`config.mk`:
```
export PLATFORM = sky130hd
export DESIGN_NAME = hyper_lsab_dram_q_flat
export DESIGN_NICKNAME = d
export VERILOG_FILES = /design/src/rtl/hyper_lsab_dram_q_if.sv /design/src/rtl/hyper_lsab_dram_q.sv /design/src/flat_wrapper.sv
export SDC_FILE = /design/constraint.sdc
export NUM_CORES = 1
export LEC_CHECK = 0
export CORE_UTILIZATION = 50
export DETAILED_ROUTE_END_ITERATION = 12
export PLACE_DENSITY = 0.71
export SLEW_MARGIN = 25
export SYNTH_ARGS = -nofsm -noshare
export SYNTH_HDL_FRONTEND = slang
export SYNTH_SLANG_ARGS = --single-unit
```
`constraint.sdc`:
```
create_clock -name CLK -period 3.89 [get_ports CLK]
set_clock_uncertainty 0.15 [all_clocks]
set_input_delay 0.778 -clock CLK [delete_from_list [all_inputs] [get_ports CLK]]
set_output_delay 0.778 -clock CLK [all_outputs]
set_load 0.03 [all_outputs]
```
`src/rtl/hyper_lsab_dram_q_if.sv`:
```
`default_nettype none
// ============================================================================
// Module   : hyper_lsab_dram_q_if
// Purpose  : Bundles every bus signal of the LSAB <-> DRAM command queue:
//            the command/result port, the block mover command/status port
//            and the MCU page-align handshake.
// Modports : slave  - seen by the queue (hyper_lsab_dram_q)
//            master - seen by the surrounding system / testbench
// Revision : 1.0 - initial release
// ============================================================================
interface hyper_lsab_dram_q_if #(
  parameter int ADDR_W = 32,
  parameter int COLL_W = 12,
  parameter int LEN_W  = 6
);
  // command side
  logic                     GO;
  logic [LEN_W-1:0]         BLOCK_LENGTH;
  logic [ADDR_W-1:0]        NEW_ADDR;
  logic [1:0]               NEW_SECTION;
  logic                     NEW_DIR;
  logic                     ACCEPT;
  logic                     READY;
  logic                     DONE;
  logic [ADDR_W-1:0]        OLD_ADDR;
  logic [LEN_W-1:0]         COUNT_SENT;
  logic                     ENDOF_PAGE;
  logic                     OVERRUN;
  // block mover side
  logic [COLL_W-1:0]        BLCK_START;
  logic [LEN_W-1:0]         BLCK_COUNT_REQ;
  logic [1:0]               BLCK_SECTION;
  logic                     BLCK_DIR;
  logic                     BLCK_ISSUE;
  logic [LEN_W-1:0]         BLCK_COUNT_SENT;
  logic                     BLCK_WORKING;
  // MCU page-align side
  logic [ADDR_W-COLL_W-1:0] MCU_PAGE_ADDR;
  logic                     MCU_REQUEST_ALIGN;
  logic                     MCU_GRANT_ALIGN;

  modport slave (
    input  GO, BLOCK_LENGTH, NEW_ADDR, NEW_SECTION, NEW_DIR,
    output ACCEPT, READY, DONE, OLD_ADDR, COUNT_SENT, ENDOF_PAGE, OVERRUN,
    output BLCK_START, BLCK_COUNT_REQ, BLCK_SECTION, BLCK_DIR, BLCK_ISSUE,
    input  BLCK_COUNT_SENT, BLCK_WORKING,
    output MCU_PAGE_ADDR, MCU_REQUEST_ALIGN,
    input  MCU_GRANT_ALIGN
  );

  modport master (
    output GO, BLOCK_LENGTH, NEW_ADDR, NEW_SECTION, NEW_DIR,
    input  ACCEPT, READY, DONE, OLD_ADDR, COUNT_SENT, ENDOF_PAGE, OVERRUN,
    input  BLCK_START, BLCK_COUNT_REQ, BLCK_SECTION, BLCK_DIR, BLCK_ISSUE,
    output BLCK_COUNT_SENT, BLCK_WORKING,
    input  MCU_PAGE_ADDR, MCU_REQUEST_ALIGN,
    output MCU_GRANT_ALIGN
  );
endinterface
`default_nettype wire

```
`src/rtl/hyper_lsab_dram_q.sv`:
```
`default_nettype none
// ============================================================================
// Module   : hyper_lsab_dram_q
// Purpose  : Command queue and sequencer moving word blocks between the LSAB
//            and DRAM. Commands are buffered in a QDEPTH-deep FIFO; each one
//            aligns the MCU to its DRAM page (skipped on a page hit), issues
//            one block-mover command limited to the page end, waits for the
//            mover to finish and reports the words actually moved.
// Ports    : CLK - clock, all logic on posedge
//            RST - asynchronous active-low reset
//            bus - hyper_lsab_dram_q_if.slave (command, result, mover, MCU)
// Config   : HYPER_LSAB_PAGE_SPLIT_EN - when defined, a block that crosses a
//            page end continues as a second segment at column 0 of the next
//            page; when undefined it is truncated at the page end.
// Revision : 1.0 - initial release
// ============================================================================
module hyper_lsab_dram_q #(
  parameter int ADDR_W = 32,
  parameter int COLL_W = 12,
  parameter int LEN_W  = 6,
  parameter int QDEPTH = 4
) (
  input  logic                CLK,
  input  logic                RST,
  hyper_lsab_dram_q_if.slave  bus
);

  localparam int PAGE_W = ADDR_W - COLL_W;
  localparam int PTR_W  = (QDEPTH > 1) ? $clog2(QDEPTH) : 1;
  localparam int CNT_W  = PTR_W + 1;
  // wide enough to hold both a full page size and any block length
  localparam int CMP_W  = (LEN_W > COLL_W) ? (LEN_W + 1) : (COLL_W + 1);

  typedef struct packed {
    logic [ADDR_W-1:0] addr;
    logic [LEN_W-1:0]  len;
    logic [1:0]        section;
    logic              dir;
  } cmd_t;

  typedef enum logic [2:0] {
    S_IDLE       = 3'd0,
    S_ALIGN      = 3'd1,
    S_ISSUE      = 3'd2,
    S_WAIT_START = 3'd3,
    S_WAIT_END   = 3'd4,
    S_FINISH     = 3'd5
  } state_t;

  // ---------------------------------------------------------------- FIFO ---
  cmd_t             mem_q [QDEPTH];
  logic [PTR_W-1:0] wr_ptr_q, wr_ptr_d;
  logic [PTR_W-1:0] rd_ptr_q, rd_ptr_d;
  logic [CNT_W-1:0] count_q,  count_d;

  // ------------------------------------------------------------ sequencer --
  state_t            state_q,      state_d;
  logic              page_valid_q, page_valid_d;
  logic [PAGE_W-1:0] last_page_q,  last_page_d;
  logic [ADDR_W-1:0] start_addr_q, start_addr_d;
  logic [ADDR_W-1:0] cur_addr_q,   cur_addr_d;
  logic [LEN_W-1:0]  rem_q,        rem_d;
  logic [LEN_W-1:0]  total_q,      total_d;
  logic [1:0]        section_q,    section_d;
  logic              dir_q,        dir_d;
  logic              more_q,       more_d;

  // ------------------------------------------------------ registered outputs
  logic              done_q,           done_d;
  logic [ADDR_W-1:0] old_addr_q,       old_addr_d;
  logic [LEN_W-1:0]  count_sent_q,     count_sent_d;
  logic              endof_page_q,     endof_page_d;
  logic              overrun_q,        overrun_d;
  logic [COLL_W-1:0] blck_start_q,     blck_start_d;
  logic [LEN_W-1:0]  blck_count_req_q, blck_count_req_d;
  logic [1:0]        blck_section_q,   blck_section_d;
  logic              blck_dir_q,       blck_dir_d;
  logic              blck_issue_q,     blck_issue_d;
  logic [PAGE_W-1:0] mcu_page_addr_q,  mcu_page_addr_d;
  logic              mcu_request_q,    mcu_request_d;

  // ------------------------------------------------------------ wires -----
  logic              w_full;
  logic              w_pop;
  logic              w_accept;
  logic              w_push;
  cmd_t              w_cmd_in;
  cmd_t              w_head;
  logic [PAGE_W-1:0] w_cur_page;
  logic [COLL_W-1:0] w_cur_col;
  logic [CMP_W-1:0]  w_page_room;
  logic [LEN_W-1:0]  w_seg_len;
  logic [LEN_W-1:0]  w_sent;
  logic [LEN_W-1:0]  w_new_total;
  logic [ADDR_W-1:0] w_seg_next_addr;
  logic [ADDR_W-1:0] w_fin_addr;
  logic              w_split;

  assign w_full   = (count_q == CNT_W'(QDEPTH));
  // The head leaves the queue on the last FINISH cycle of a command.
  assign w_pop    = (state_q == S_FINISH) && !more_q;
  // A pop in the same cycle frees a slot, so a full queue still takes GO.
  assign w_accept = !w_full || w_pop;
  assign w_push   = bus.GO && w_accept;

  assign w_cmd_in.addr    = bus.NEW_ADDR;
  assign w_cmd_in.len     = bus.BLOCK_LENGTH;
  assign w_cmd_in.section = bus.NEW_SECTION;
  assign w_cmd_in.dir     = bus.NEW_DIR;
  assign w_head           = mem_q[rd_ptr_q];

  assign w_cur_page  = cur_addr_q[ADDR_W-1:COLL_W];
  assign w_cur_col   = cur_addr_q[COLL_W-1:0];
  // words left before the end of the current DRAM page
  assign w_page_room = (CMP_W'(1) << COLL_W) - CMP_W'(w_cur_col);
  assign w_seg_len   = (CMP_W'(rem_q) <= w_page_room) ? rem_q
                                                      : w_page_room[LEN_W-1:0];

  assign w_sent          = bus.BLCK_COUNT_SENT;
  assign w_new_total     = total_q + w_sent;
  assign w_seg_next_addr = cur_addr_q + ADDR_W'(w_sent);
  assign w_fin_addr      = start_addr_q + ADDR_W'(w_new_total);

`ifdef HYPER_LSAB_PAGE_SPLIT_EN
  // Continue only when the mover delivered the whole segment and the segment
  // was cut short by the page end; an early mover stop ends the command.
  assign w_split = (w_sent == blck_count_req_q) && (rem_q > blck_count_req_q);
`else
  assign w_split = 1'b0;
`endif

  // ------------------------------------------------------ FIFO pointers ---
  always_comb begin
    wr_ptr_d = wr_ptr_q;
    rd_ptr_d = rd_ptr_q;
    count_d  = count_q;
    if (w_push) wr_ptr_d = wr_ptr_q + PTR_W'(1);
    if (w_pop)  rd_ptr_d = rd_ptr_q + PTR_W'(1);
    case ({w_push, w_pop})
      2'b10:   count_d = count_q + CNT_W'(1);
      2'b01:   count_d = count_q - CNT_W'(1);
      default: count_d = count_q;
    endcase
  end

  // ------------------------------------------------ next-state / outputs --
  always_comb begin
    state_d          = state_q;
    page_valid_d     = page_valid_q;
    last_page_d      = last_page_q;
    start_addr_d     = start_addr_q;
    cur_addr_d       = cur_addr_q;
    rem_d            = rem_q;
    total_d          = total_q;
    section_d        = section_q;
    dir_d            = dir_q;
    more_d           = more_q;
    done_d           = 1'b0;
    old_addr_d       = old_addr_q;
    count_sent_d     = count_sent_q;
    endof_page_d     = endof_page_q;
    overrun_d        = overrun_q | (bus.GO & ~w_accept);
    blck_start_d     = blck_start_q;
    blck_count_req_d = blck_count_req_q;
    blck_section_d   = blck_section_q;
    blck_dir_d       = blck_dir_q;
    blck_issue_d     = 1'b0;
    mcu_page_addr_d  = mcu_page_addr_q;
    mcu_request_d    = mcu_request_q;

    case (state_q)
      S_IDLE: begin
        if (count_q != '0) begin
          start_addr_d = w_head.addr;
          cur_addr_d   = w_head.addr;
          rem_d        = w_head.len;
          total_d      = '0;
          section_d    = w_head.section;
          dir_d        = w_head.dir;
          more_d       = 1'b0;
          if (w_head.len == '0) begin
            // empty block: report immediately, leave the MCU and mover alone
            count_sent_d = '0;
            old_addr_d   = w_head.addr;
            endof_page_d = 1'b0;
            done_d       = 1'b1;
            state_d      = S_FINISH;
          end else begin
            state_d = S_ALIGN;
          end
        end
      end

      S_ALIGN: begin
        if (!mcu_request_q) begin
          if (page_valid_q && (last_page_q == w_cur_page)) begin
            state_d          = S_ISSUE;
            blck_issue_d     = 1'b1;
            blck_start_d     = w_cur_col;
            blck_count_req_d = w_seg_len;
            blck_section_d   = section_q;
            blck_dir_d       = dir_q;
          end else begin
            mcu_request_d   = 1'b1;
            mcu_page_addr_d = w_cur_page;
          end
        end else if (bus.MCU_GRANT_ALIGN) begin
          mcu_request_d    = 1'b0;
          page_valid_d     = 1'b1;
          last_page_d      = w_cur_page;
          state_d          = S_ISSUE;
          blck_issue_d     = 1'b1;
          blck_start_d     = w_cur_col;
          blck_count_req_d = w_seg_len;
          blck_section_d   = section_q;
          blck_dir_d       = dir_q;
        end
      end

      S_ISSUE: begin
        state_d = S_WAIT_START;
      end

      S_WAIT_START: begin
        if (bus.BLCK_WORKING) state_d = S_WAIT_END;
      end

      S_WAIT_END: begin
        if (!bus.BLCK_WORKING) begin
          total_d = w_new_total;
          state_d = S_FINISH;
          if (w_split) begin
            cur_addr_d = w_seg_next_addr;
            rem_d      = rem_q - w_sent;
            more_d     = 1'b1;
          end else begin
            more_d       = 1'b0;
            count_sent_d = w_new_total;
            old_addr_d   = w_fin_addr;
            endof_page_d = (w_fin_addr[COLL_W-1:0] == '0) && (w_new_total != '0);
            done_d       = 1'b1;
          end
        end
      end

      S_FINISH: begin
        if (more_q) begin
          // end of a segment only: next segment starts at column 0
          more_d  = 1'b0;
          state_d = S_ALIGN;
        end else begin
          state_d = S_IDLE;
        end
      end

      default: state_d = S_IDLE;
    endcase
  end

  // ---------------------------------------------------------- registers ---
  always_ff @(posedge CLK) begin
    if (w_push) mem_q[wr_ptr_q] <= w_cmd_in;
  end

  always_ff @(posedge CLK or negedge RST) begin
    if (!RST) begin
      wr_ptr_q         <= '0;
      rd_ptr_q         <= '0;
      count_q          <= '0;
      state_q          <= S_IDLE;
      page_valid_q     <= 1'b0;
      last_page_q      <= '0;
      start_addr_q     <= '0;
      cur_addr_q       <= '0;
      rem_q            <= '0;
      total_q          <= '0;
      section_q        <= '0;
      dir_q            <= 1'b0;
      more_q           <= 1'b0;
      done_q           <= 1'b0;
      old_addr_q       <= '0;
      count_sent_q     <= '0;
      endof_page_q     <= 1'b0;
      overrun_q        <= 1'b0;
      blck_start_q     <= '0;
      blck_count_req_q <= '0;
      blck_section_q   <= '0;
      blck_dir_q       <= 1'b0;
      blck_issue_q     <= 1'b0;
      mcu_page_addr_q  <= '0;
      mcu_request_q    <= 1'b0;
    end else begin
      wr_ptr_q         <= wr_ptr_d;
      rd_ptr_q         <= rd_ptr_d;
      count_q          <= count_d;
      state_q          <= state_d;
      page_valid_q     <= page_valid_d;
      last_page_q      <= last_page_d;
      start_addr_q     <= start_addr_d;
      cur_addr_q       <= cur_addr_d;
      rem_q            <= rem_d;
      total_q          <= total_d;
      section_q        <= section_d;
      dir_q            <= dir_d;
      more_q           <= more_d;
      done_q           <= done_d;
      old_addr_q       <= old_addr_d;
      count_sent_q     <= count_sent_d;
      endof_page_q     <= endof_page_d;
      overrun_q        <= overrun_d;
      blck_start_q     <= blck_start_d;
      blck_count_req_q <= blck_count_req_d;
      blck_section_q   <= blck_section_d;
      blck_dir_q       <= blck_dir_d;
      blck_issue_q     <= blck_issue_d;
      mcu_page_addr_q  <= mcu_page_addr_d;
      mcu_request_q    <= mcu_request_d;
    end
  end

  // ------------------------------------------------------------ outputs ---
  assign bus.ACCEPT            = w_accept;
  assign bus.READY             = (count_q == '0) && (state_q == S_IDLE);
  assign bus.DONE              = done_q;
  assign bus.OLD_ADDR          = old_addr_q;
  assign bus.COUNT_SENT        = count_sent_q;
  assign bus.ENDOF_PAGE        = endof_page_q;
  assign bus.OVERRUN           = overrun_q;
  assign bus.BLCK_START        = blck_start_q;
  assign bus.BLCK_COUNT_REQ    = blck_count_req_q;
  assign bus.BLCK_SECTION      = blck_section_q;
  assign bus.BLCK_DIR          = blck_dir_q;
  assign bus.BLCK_ISSUE        = blck_issue_q;
  assign bus.MCU_PAGE_ADDR     = mcu_page_addr_q;
  assign bus.MCU_REQUEST_ALIGN = mcu_request_q;

endmodule
`default_nettype wire

```
`src/flat_wrapper.sv`:
```
// flat-port wrapper written by rule: the top's interface ports become plain ports
module hyper_lsab_dram_q_flat 
#(
  parameter int ADDR_W = 32,
  parameter int COLL_W = 12,
  parameter int LEN_W  = 6,
  parameter int QDEPTH = 4
)
  (CLK, RST, bus_GO, bus_BLOCK_LENGTH, bus_NEW_ADDR, bus_NEW_SECTION, bus_NEW_DIR, bus_ACCEPT, bus_READY, bus_DONE, bus_OLD_ADDR, bus_COUNT_SENT, bus_ENDOF_PAGE, bus_OVERRUN, bus_BLCK_START, bus_BLCK_COUNT_REQ, bus_BLCK_SECTION, bus_BLCK_DIR, bus_BLCK_ISSUE, bus_BLCK_COUNT_SENT, bus_BLCK_WORKING, bus_MCU_PAGE_ADDR, bus_MCU_REQUEST_ALIGN, bus_MCU_GRANT_ALIGN);
  hyper_lsab_dram_q_if #(.ADDR_W(ADDR_W), .COLL_W(COLL_W), .LEN_W(LEN_W)) bus_i ();
  input  logic CLK;
  input  logic RST;
  input wire logic [$bits(bus_i.GO)-1:0] bus_GO;
  input wire logic [$bits(bus_i.BLOCK_LENGTH)-1:0] bus_BLOCK_LENGTH;
  input wire logic [$bits(bus_i.NEW_ADDR)-1:0] bus_NEW_ADDR;
  input wire logic [$bits(bus_i.NEW_SECTION)-1:0] bus_NEW_SECTION;
  input wire logic [$bits(bus_i.NEW_DIR)-1:0] bus_NEW_DIR;
  output wire logic [$bits(bus_i.ACCEPT)-1:0] bus_ACCEPT;
  output wire logic [$bits(bus_i.READY)-1:0] bus_READY;
  output wire logic [$bits(bus_i.DONE)-1:0] bus_DONE;
  output wire logic [$bits(bus_i.OLD_ADDR)-1:0] bus_OLD_ADDR;
  output wire logic [$bits(bus_i.COUNT_SENT)-1:0] bus_COUNT_SENT;
  output wire logic [$bits(bus_i.ENDOF_PAGE)-1:0] bus_ENDOF_PAGE;
  output wire logic [$bits(bus_i.OVERRUN)-1:0] bus_OVERRUN;
  output wire logic [$bits(bus_i.BLCK_START)-1:0] bus_BLCK_START;
  output wire logic [$bits(bus_i.BLCK_COUNT_REQ)-1:0] bus_BLCK_COUNT_REQ;
  output wire logic [$bits(bus_i.BLCK_SECTION)-1:0] bus_BLCK_SECTION;
  output wire logic [$bits(bus_i.BLCK_DIR)-1:0] bus_BLCK_DIR;
  output wire logic [$bits(bus_i.BLCK_ISSUE)-1:0] bus_BLCK_ISSUE;
  input wire logic [$bits(bus_i.BLCK_COUNT_SENT)-1:0] bus_BLCK_COUNT_SENT;
  input wire logic [$bits(bus_i.BLCK_WORKING)-1:0] bus_BLCK_WORKING;
  output wire logic [$bits(bus_i.MCU_PAGE_ADDR)-1:0] bus_MCU_PAGE_ADDR;
  output wire logic [$bits(bus_i.MCU_REQUEST_ALIGN)-1:0] bus_MCU_REQUEST_ALIGN;
  input wire logic [$bits(bus_i.MCU_GRANT_ALIGN)-1:0] bus_MCU_GRANT_ALIGN;
  assign bus_i.GO = bus_GO;
  assign bus_i.BLOCK_LENGTH = bus_BLOCK_LENGTH;
  assign bus_i.NEW_ADDR = bus_NEW_ADDR;
  assign bus_i.NEW_SECTION = bus_NEW_SECTION;
  assign bus_i.NEW_DIR = bus_NEW_DIR;
  assign bus_ACCEPT = bus_i.ACCEPT;
  assign bus_READY = bus_i.READY;
  assign bus_DONE = bus_i.DONE;
  assign bus_OLD_ADDR = bus_i.OLD_ADDR;
  assign bus_COUNT_SENT = bus_i.COUNT_SENT;
  assign bus_ENDOF_PAGE = bus_i.ENDOF_PAGE;
  assign bus_OVERRUN = bus_i.OVERRUN;
  assign bus_BLCK_START = bus_i.BLCK_START;
  assign bus_BLCK_COUNT_REQ = bus_i.BLCK_COUNT_REQ;
  assign bus_BLCK_SECTION = bus_i.BLCK_SECTION;
  assign bus_BLCK_DIR = bus_i.BLCK_DIR;
  assign bus_BLCK_ISSUE = bus_i.BLCK_ISSUE;
  assign bus_i.BLCK_COUNT_SENT = bus_BLCK_COUNT_SENT;
  assign bus_i.BLCK_WORKING = bus_BLCK_WORKING;
  assign bus_MCU_PAGE_ADDR = bus_i.MCU_PAGE_ADDR;
  assign bus_MCU_REQUEST_ALIGN = bus_i.MCU_REQUEST_ALIGN;
  assign bus_i.MCU_GRANT_ALIGN = bus_MCU_GRANT_ALIGN;
  hyper_lsab_dram_q #(.ADDR_W(ADDR_W), .COLL_W(COLL_W), .LEN_W(LEN_W), .QDEPTH(QDEPTH)) u_core (.CLK(CLK), .RST(RST), .bus(bus_i));
endmodule
```
==> results_dict.tcl, run 1 <==
set metrics [dict create \
    synthToLayoutAreaGrowth_pct 24.4 \
    worstSetupPathType "primary input to register" \
    grt_pass1_wl_um 49000 \
    cts-root-buf "clkbuf_16" \
    syn_area_per_cell_um2 14.7 \
    netlist_instances 963 \
    coreArea_um2 27900 \
    ys_ff_latch 326 \
    die-area_um2 29000 \
    power.leakage_nw 6.79 \
    worst_pin_slew_ps 768 \
    final_common_cell "edfxtp_1" \
    period_share_pct 97.2 \
    dr.first_iter.drc_count 586 \
    first_pass_iters 5 \
    final_core_util_pct 63.3 \
    startpoint_type "primary input" \
    crit_arrival_ps 4070 \
    clockBufferDepth 3 \
    async_flop_share_pct 49.7 \
    ys_types 61 \
    slowest_stage "clkdlybuf4s50_1" \
    cts.clk_slew.worst_paths_ps 60 \
    grt_max_degree 78 \
    r2r_cells 15 \
    fin_nets 1221 \
    r2r-end "u_core.bus.OLD_ADDR[24]$_DFFE_PN0P_" \
    drc_errors 0 \
    wl_per_cell_um 20.2 \
    io_buffers 137 \
    finalHoldViolCount 0 \
    cts_buffers 35 \
    antenna_found_initial 0 \
    finalPower_mw 16.1 \
    path_common_cell "buf_4" \
    routed_wl_um 31300 \
    seq_area_frac_synth_pct 63.4 \
    slew_headroom_pct 48.7 \
    synth_ff_type "edfxtp_1" \
    status "finished, final reports clean" \
    core.rowCount 61 \
    track_usage_pct 22.3 \
    syn_nets 1040 \
    clkLatencyLatePin_ps 520 \
    clock_sinks 326 \
    syn_area_um2 14200 \
    vias 8545 \
    cts_tree "built" \
    hpwl_um 21300 \
    ant_nets 0 \
    setup_viol 0 \
    end_kind "register" \
    gp_congestion 0.863 \
    die_w_um 170 \
    io-pin-count 138 \
    start_util_pct 50.8 \
    hp-class "primary input to async pin" \
    hold_slack_ps 114 \
    r2r-start "u_core.total_q[0]$_DFFE_PN0P_" \
    synth_edf_count 164 \
    design_area_um2 17600 \
    place_area_um2 16300 \
    ir_drop_mv 0.527 \
    diodes 0 \
    timing.reg2reg.setup_slack_ps 430 \
    viasPerCell 5.52 \
    drv_slew 0 \
    overflow 0 \
    cap_violations 0 \
    required_ps 4180 \
    hold_buffers 0 \
    drive_above_1_share_pct 24.6 \
    final_cell_mix "edfxtp_1 (164), dfrtp_1 (161), clkdlybuf4s50_1 (136)" \
    p_per_area_nw_per_um2 911 \
    die_h_um 170 \
    period_needed_ps 3780 \
    rsz0062_at_grt "yes" \
    grt_pass1_vias 8570 \
    worstPathCellList "clkdlybuf4s50_1 > ha_1 > fa_1 > a21o_1 > a21oi_1 > xnor2_1 > ha_1 > and2_1 > buf_4 > nand3_2 > buf_4 > a211oi_2 > buf_4 > xor2_1 > mux2i_1 > o21ai_1" \
    cp_slowest_stage_delay_ps 400 \
    h-tree-depth 2 \
    fmax_mhz 264 \
    worstPathMaxFanout 4 \
    cp-startpoint "bus_BLCK_COUNT_SENT[0]" \
    yosysWarnings 0 \
]
==> per-layer routing <==
layer  share of wire [%]  vias to the layer above  GRT usage [%]
li1                    -                     3945              -
met1                  46                     4331           32.8
met2                  47                      228           34.9
met3                 5.1                       41           3.44
met4                 1.8                        0           6.07
met5                   0                        -              0
==> kinds of logic (layout without fill, tap and decap cells) <==
| logic type | Yosys count | count (layout) | synth area share (%) |
|---|---|---|---|
| AOI/OAI and AO/OA | 130 | 130 | 6.04 |
| muxes | 157 | 157 | 15.5 |
| and+or+nand+nor | 188 | 188 | 6.58 |
| xor gates and xnor gates | 63 | 63 | 3.90 |
| buffers and inverters | 74 | 281 | 2.18 |
| adders and majority gates | 25 | 25 | 2.37 |
| DFF | 326 | 326 | 63.4 |
==> metrics by stage <==
stage	TNS, ps	std cells	setup WS, ps
finish	0	1548	108
global route	-14.9	1548	-14.9
CTS	0	1548	24.2
detailed placement	-10060	1485	-538
global placement	-8780	1485	-530
floorplan	0	963	137
==> cell type report <==
type | count | area [um^2]
clock buffer | 47 | 1010
clock inverter | 16 | 209
fill | 2034 | 10200
inverter | 20 | 75.1
multi-input combinational | 563 | 4990
sequential | 326 | 8980
tap | 378 | 473
timing repair buffer | 198 | 1880
==> worst max-delay path, delay by kind of cell <==
| kind | cells | cell delay (ps) |
|---|---|---|
| AOI/OAI and AO/OA | 4 | 750 |
| xor gates and xnor gates | 2 | 250 |
| adders and majority gates | 3 | 930 |
| buffers and inverters | 4 | 920 |
| muxes | 1 | 100 |
| and+or+nand+nor | 2 | 340 |
==> how the worst max path moves through the flow <==
| stage | end | slack, ps | depth (start not counted) |
|---|---|---|---|
| floorplan | u_core.bus.OLD_ADDR[29]$_DFFE_PN0P_ | 140 | 13 |
| global placement | u_core.bus.OLD_ADDR[30]$_DFFE_PN0P_ | -530 | 15 |
| detailed placement | u_core.bus.OLD_ADDR[30]$_DFFE_PN0P_ | -540 | 15 |
| CTS | u_core.bus.OLD_ADDR[30]$_DFFE_PN0P_ | 20 | 15 |
| global route | u_core.bus.ENDOF_PAGE$_DFFE_PN0P_ | -10 | 16 |
| finish | u_core.bus.OLD_ADDR[24]$_DFFE_PN0P_ | 110 | 16 |
==> Yosys cell counts (all sizes together), types with 2 or more instances <==
| library cell | number | area (um^2) |
|---|---|---|
| nor4 | 6 | 65.1 |
| ha | 22 | 275 |
| clkbuf | 40 | 150 |
| and2 | 6 | 37.5 |
| o31ai | 8 | 90.1 |
| edfxtp | 164 | 4920 |
| and4 | 3 | 26.3 |
| mux2i | 26 | 260 |
| nor3b | 4 | 30.0 |
| and3 | 11 | 68.8 |
| nor3 | 6 | 35.0 |
| a2bb2oi | 3 | 26.3 |
| or3 | 2 | 12.5 |
| buf | 14 | 83.8 |
| or2 | 3 | 18.8 |
| nand3 | 15 | 75.1 |
| a31oi | 2 | 12.5 |
| nand3b | 2 | 15.0 |
| nor2 | 30 | 113 |
| dfrtp | 162 | 4050 |
| nand4 | 6 | 37.5 |
| a21oi | 23 | 115 |
| mux2 | 90 | 1010 |
| o21ai | 48 | 240 |
| a211oi | 15 | 113 |
| fa | 3 | 60.1 |
| nand2 | 82 | 308 |
| mux4 | 41 | 923 |
| nand2b | 4 | 25.0 |
| a21o | 5 | 37.5 |
| a2111oi | 4 | 35.0 |
| o211ai | 2 | 15.0 |
| inv | 20 | 75.1 |
| a22oi | 2 | 15.0 |
| a22o | 8 | 70.1 |
| xnor2 | 34 | 298 |
| and3b | 2 | 17.5 |
| xor2 | 29 | 254 |
| or4 | 3 | 22.5 |
==> power by group <==
group | switching (mW) | internal, mW
logic | 3.62 | 3.20
clock network | 1.33 | 2.11
registers | 0.975 | 4.83
total | 5.93 | 10.1
==> registers in the layout, summed over array words and instances, names as in the netlist, 3 cells and up <==
| signal | flops |
|---|---|
| u_core.mem_q | 164 |
| u_core.state_q | 3 |
| u_core.start_addr_q | 32 |
| u_core.bus.OLD_ADDR | 32 |
| u_core.last_page_q | 20 |
| u_core.count_q | 3 |
| u_core.rem_q | 6 |
| u_core.bus.BLCK_COUNT_REQ | 6 |
| u_core.bus.BLCK_START | 12 |
| u_core.bus.COUNT_SENT | 6 |
| u_core.total_q | 6 |
| u_core.bus.MCU_PAGE_ADDR | 20 |
==> what timing repair did <==
action / CTS / global route
resized for setup: 1 / 18
setup endpoints to repair: 1 / 26
buffers inserted: 0 / 0
cloned: 0 / 0
Note: power is estimated with default switching activity, not from simulation.
==> inputs of run 2 (changes only) <==
==> constraint.sdc (replaced) <==
create_clock -name CLK -period 3.51 [get_ports CLK]
set_clock_uncertainty 0.15 [all_clocks]
set_input_delay 0.5265 -clock CLK [delete_from_list [all_inputs] [get_ports CLK]]
set_output_delay 0.5265 -clock CLK [all_outputs]
set_load 0.03 [all_outputs]
==> run 2 against run 1 <==
- clock power is 3% higher
- global-route usage is 0.50 points higher
- hold slack better by 200 ps
- combinational power rose by 13%
- via count increased by 0.90%
==> results_dict.tcl, run 2 (synthesis gave the netlist of run 1 again) <==
set metrics [dict create \
    status "finished, final reports clean" \
    cts_buffers 36 \
    startpoint_type "primary input" \
    r2r-end "u_core.bus.OLD_ADDR[11]$_DFFE_PN0P_" \
    worst_pin_slew_ps 690 \
    grt_pass1_wl_um 50300 \
    hpwl_um 21600 \
    die_w_um 170 \
    cts_setup_buffers 0 \
    cts_tree "built" \
    routed_wl_um 31800 \
    fin_nets 1231 \
    viasPerCell 5.53 \
    clock_power_share_pct 20.0 \
    end_kind "register" \
    p_per_area_nw_per_um2 1000 \
    whs_endpoint "u_core.page_valid_q$_DFFE_PN0P_" \
    seqPwrFrac_pct 36.2 \
    period_needed_ps 3410 \
    worstSetupPathType "primary input to register" \
    comb_power_share_pct 43.8 \
    fin_tns_setup_ps 0 \
    ir_drop_mv 0.493 \
    clock_sinks 326 \
    worstPathMaxFanout 4 \
    p_sw_share_pct 37.6 \
    antenna_found_initial 1 \
    cap_violations 0 \
    period_share_pct 97.3 \
    overflow 0 \
    dr.first_iter.drc_count 714 \
    grt_pass1_vias 8848 \
    finalHoldViolCount 0 \
    power.switching_mw 6.63 \
    required_ps 3740 \
    finalNonFillerCells 1559 \
    grt_max_degree 69 \
    die_h_um 170 \
    worst_slack_ps 95.6 \
    slew_headroom_pct 53.9 \
    final_core_util_pct 63.1 \
    final_common_cell "edfxtp_1" \
    final_cell_mix "edfxtp_1 (164), dfrtp_1 (161), clkdlybuf4s50_1 (136)" \
    vias 8622 \
    gp_congestion 0.908 \
    holdPathStages 1 \
    die-area_um2 29000 \
    drive_above_1_share_pct 24.5 \
    cts.clk_slew.worst_paths_ps 60 \
    io-pin-count 138 \
    largest_reg_flops 164 \
    synthToLayoutAreaGrowth_pct 24.1 \
    crit_arrival_ps 3650 \
    track_usage_pct 22.8 \
    pre_cts_ws_ps -516 \
    fmax_mhz 293 \
    setup_viol 0 \
    clockBufferDepth 3 \
    hp-class "register to register" \
    dpl.cell_count 1493 \
    timing.reg2reg.setup_slack_ps 140 \
    wl_per_cell_um 20.4 \
    power.leakage_nw 6.79 \
    r2r_cells 12 \
    start_util_pct 50.8 \
    min-delay-start "u_core.page_valid_q$_DFFE_PN0P_" \
    coreArea_um2 27900 \
    clkLatencyLatePin_ps 510 \
    r2r-start "u_core.total_q[0]$_DFFE_PN0P_" \
    io_buffers 137 \
    p_int_mw 11.0 \
    h-tree-depth 2 \
    drc_errors 0 \
    cts-root-buf "clkbuf_16" \
    ant_nets 0 \
    drv_slew 0 \
    largest-register "u_core.mem_q" \
    first_pass_iters 7 \
    core.rowCount 61 \
]
==> run 2: stage by stage <==
stage / hold WS, ps / cell area (um^2) / total power, mW
4_1_cts: 310 / 17500 / 17.7
6_report: 312 / 17600 / 17.6
2_1_floorplan: 80.9 / 14200 / 11.1
3_5_place_dp: 297 / 16400 / 14.0
3_3_place_gp: 294 / 16400 / 13.9
5_1_grt: 335 / 17600 / 18.6
==> run 2: repair_timing <==
item,in CTS,in global routing
gates resized for setup,1,17
hold endpoints to repair,53,0
hold buffers,1,0
setup endpoints to repair,1,22
==> run 2: power groups by stage <==
stage | combinational, mW | sequential, mW | clock [mW]
detailed placement | 7.60 | 6.44 | 0
finish | 7.73 | 6.38 | 3.53
floorplan | 4.18 | 6.88 | 0
global route | 8.34 | 6.52 | 3.76
CTS | 7.67 | 6.38 | 3.60
global placement | 7.48 | 6.41 | 0
==> run 2: worst max path at each step <==
| stage | slack [ps] | from | cells past startpoint | to |
|---|---|---|---|---|
| floorplan | 9 | bus_BLCK_COUNT_SENT[0] | 13 | u_core.bus.OLD_ADDR[29]$_DFFE_PN0P_ |
| global placement | -440 | bus_BLCK_COUNT_SENT[0] | 14 | u_core.bus.OLD_ADDR[26]$_DFFE_PN0P_ |
| detailed placement | -520 | bus_BLCK_COUNT_SENT[0] | 14 | u_core.bus.OLD_ADDR[26]$_DFFE_PN0P_ |
| CTS | 10 | bus_BLCK_COUNT_SENT[0] | 13 | u_core.bus.OLD_ADDR[29]$_DFFE_PN0P_ |
| global route | -20 | bus_BLCK_COUNT_SENT[0] | 14 | u_core.bus.OLD_ADDR[29]$_DFFE_PN0P_ |
| finish | 100 | bus_BLCK_COUNT_SENT[0] | 13 | u_core.bus.OLD_ADDR[11]$_DFFE_PN0P_ |
==> run 2: layout make-up <==
cell class                      count  area (um^2)
Antenna cell                        1         2.50
Fill cell                        2050        10300
Sequential cell                   326         8980
Timing Repair Buffer              207         1980
Clock inverter                     18          144
Tap cell                          378          473
Multi-Input combinational cell    563         4960
Inverter                           20         75.1
Clock buffer                       46          968
==> run 2: critical path: stages <==
cell and delay [ps]:
clkdlybuf4s50_1 400, ha_1 230, fa_1 400, a21o_1 180, a21oi_2 150, xnor2_1 180, ha_2 360, and2_4 170
a31o_2 200, o211ai_1 220, xor2_1 210, o21ai_1 130, mux2_2 290
==> run 2: metal layers <==
metal / GRT usage, % / vias up / share of wire (%)
li1: - / 3957 / -
met1: 33.4 / 4372 / 45
met2: 35.2 / 238 / 47
met3: 4.02 / 53 / 5.3
met4: 6.62 / 2 / 2.4
met5: 0 / - / 0.041
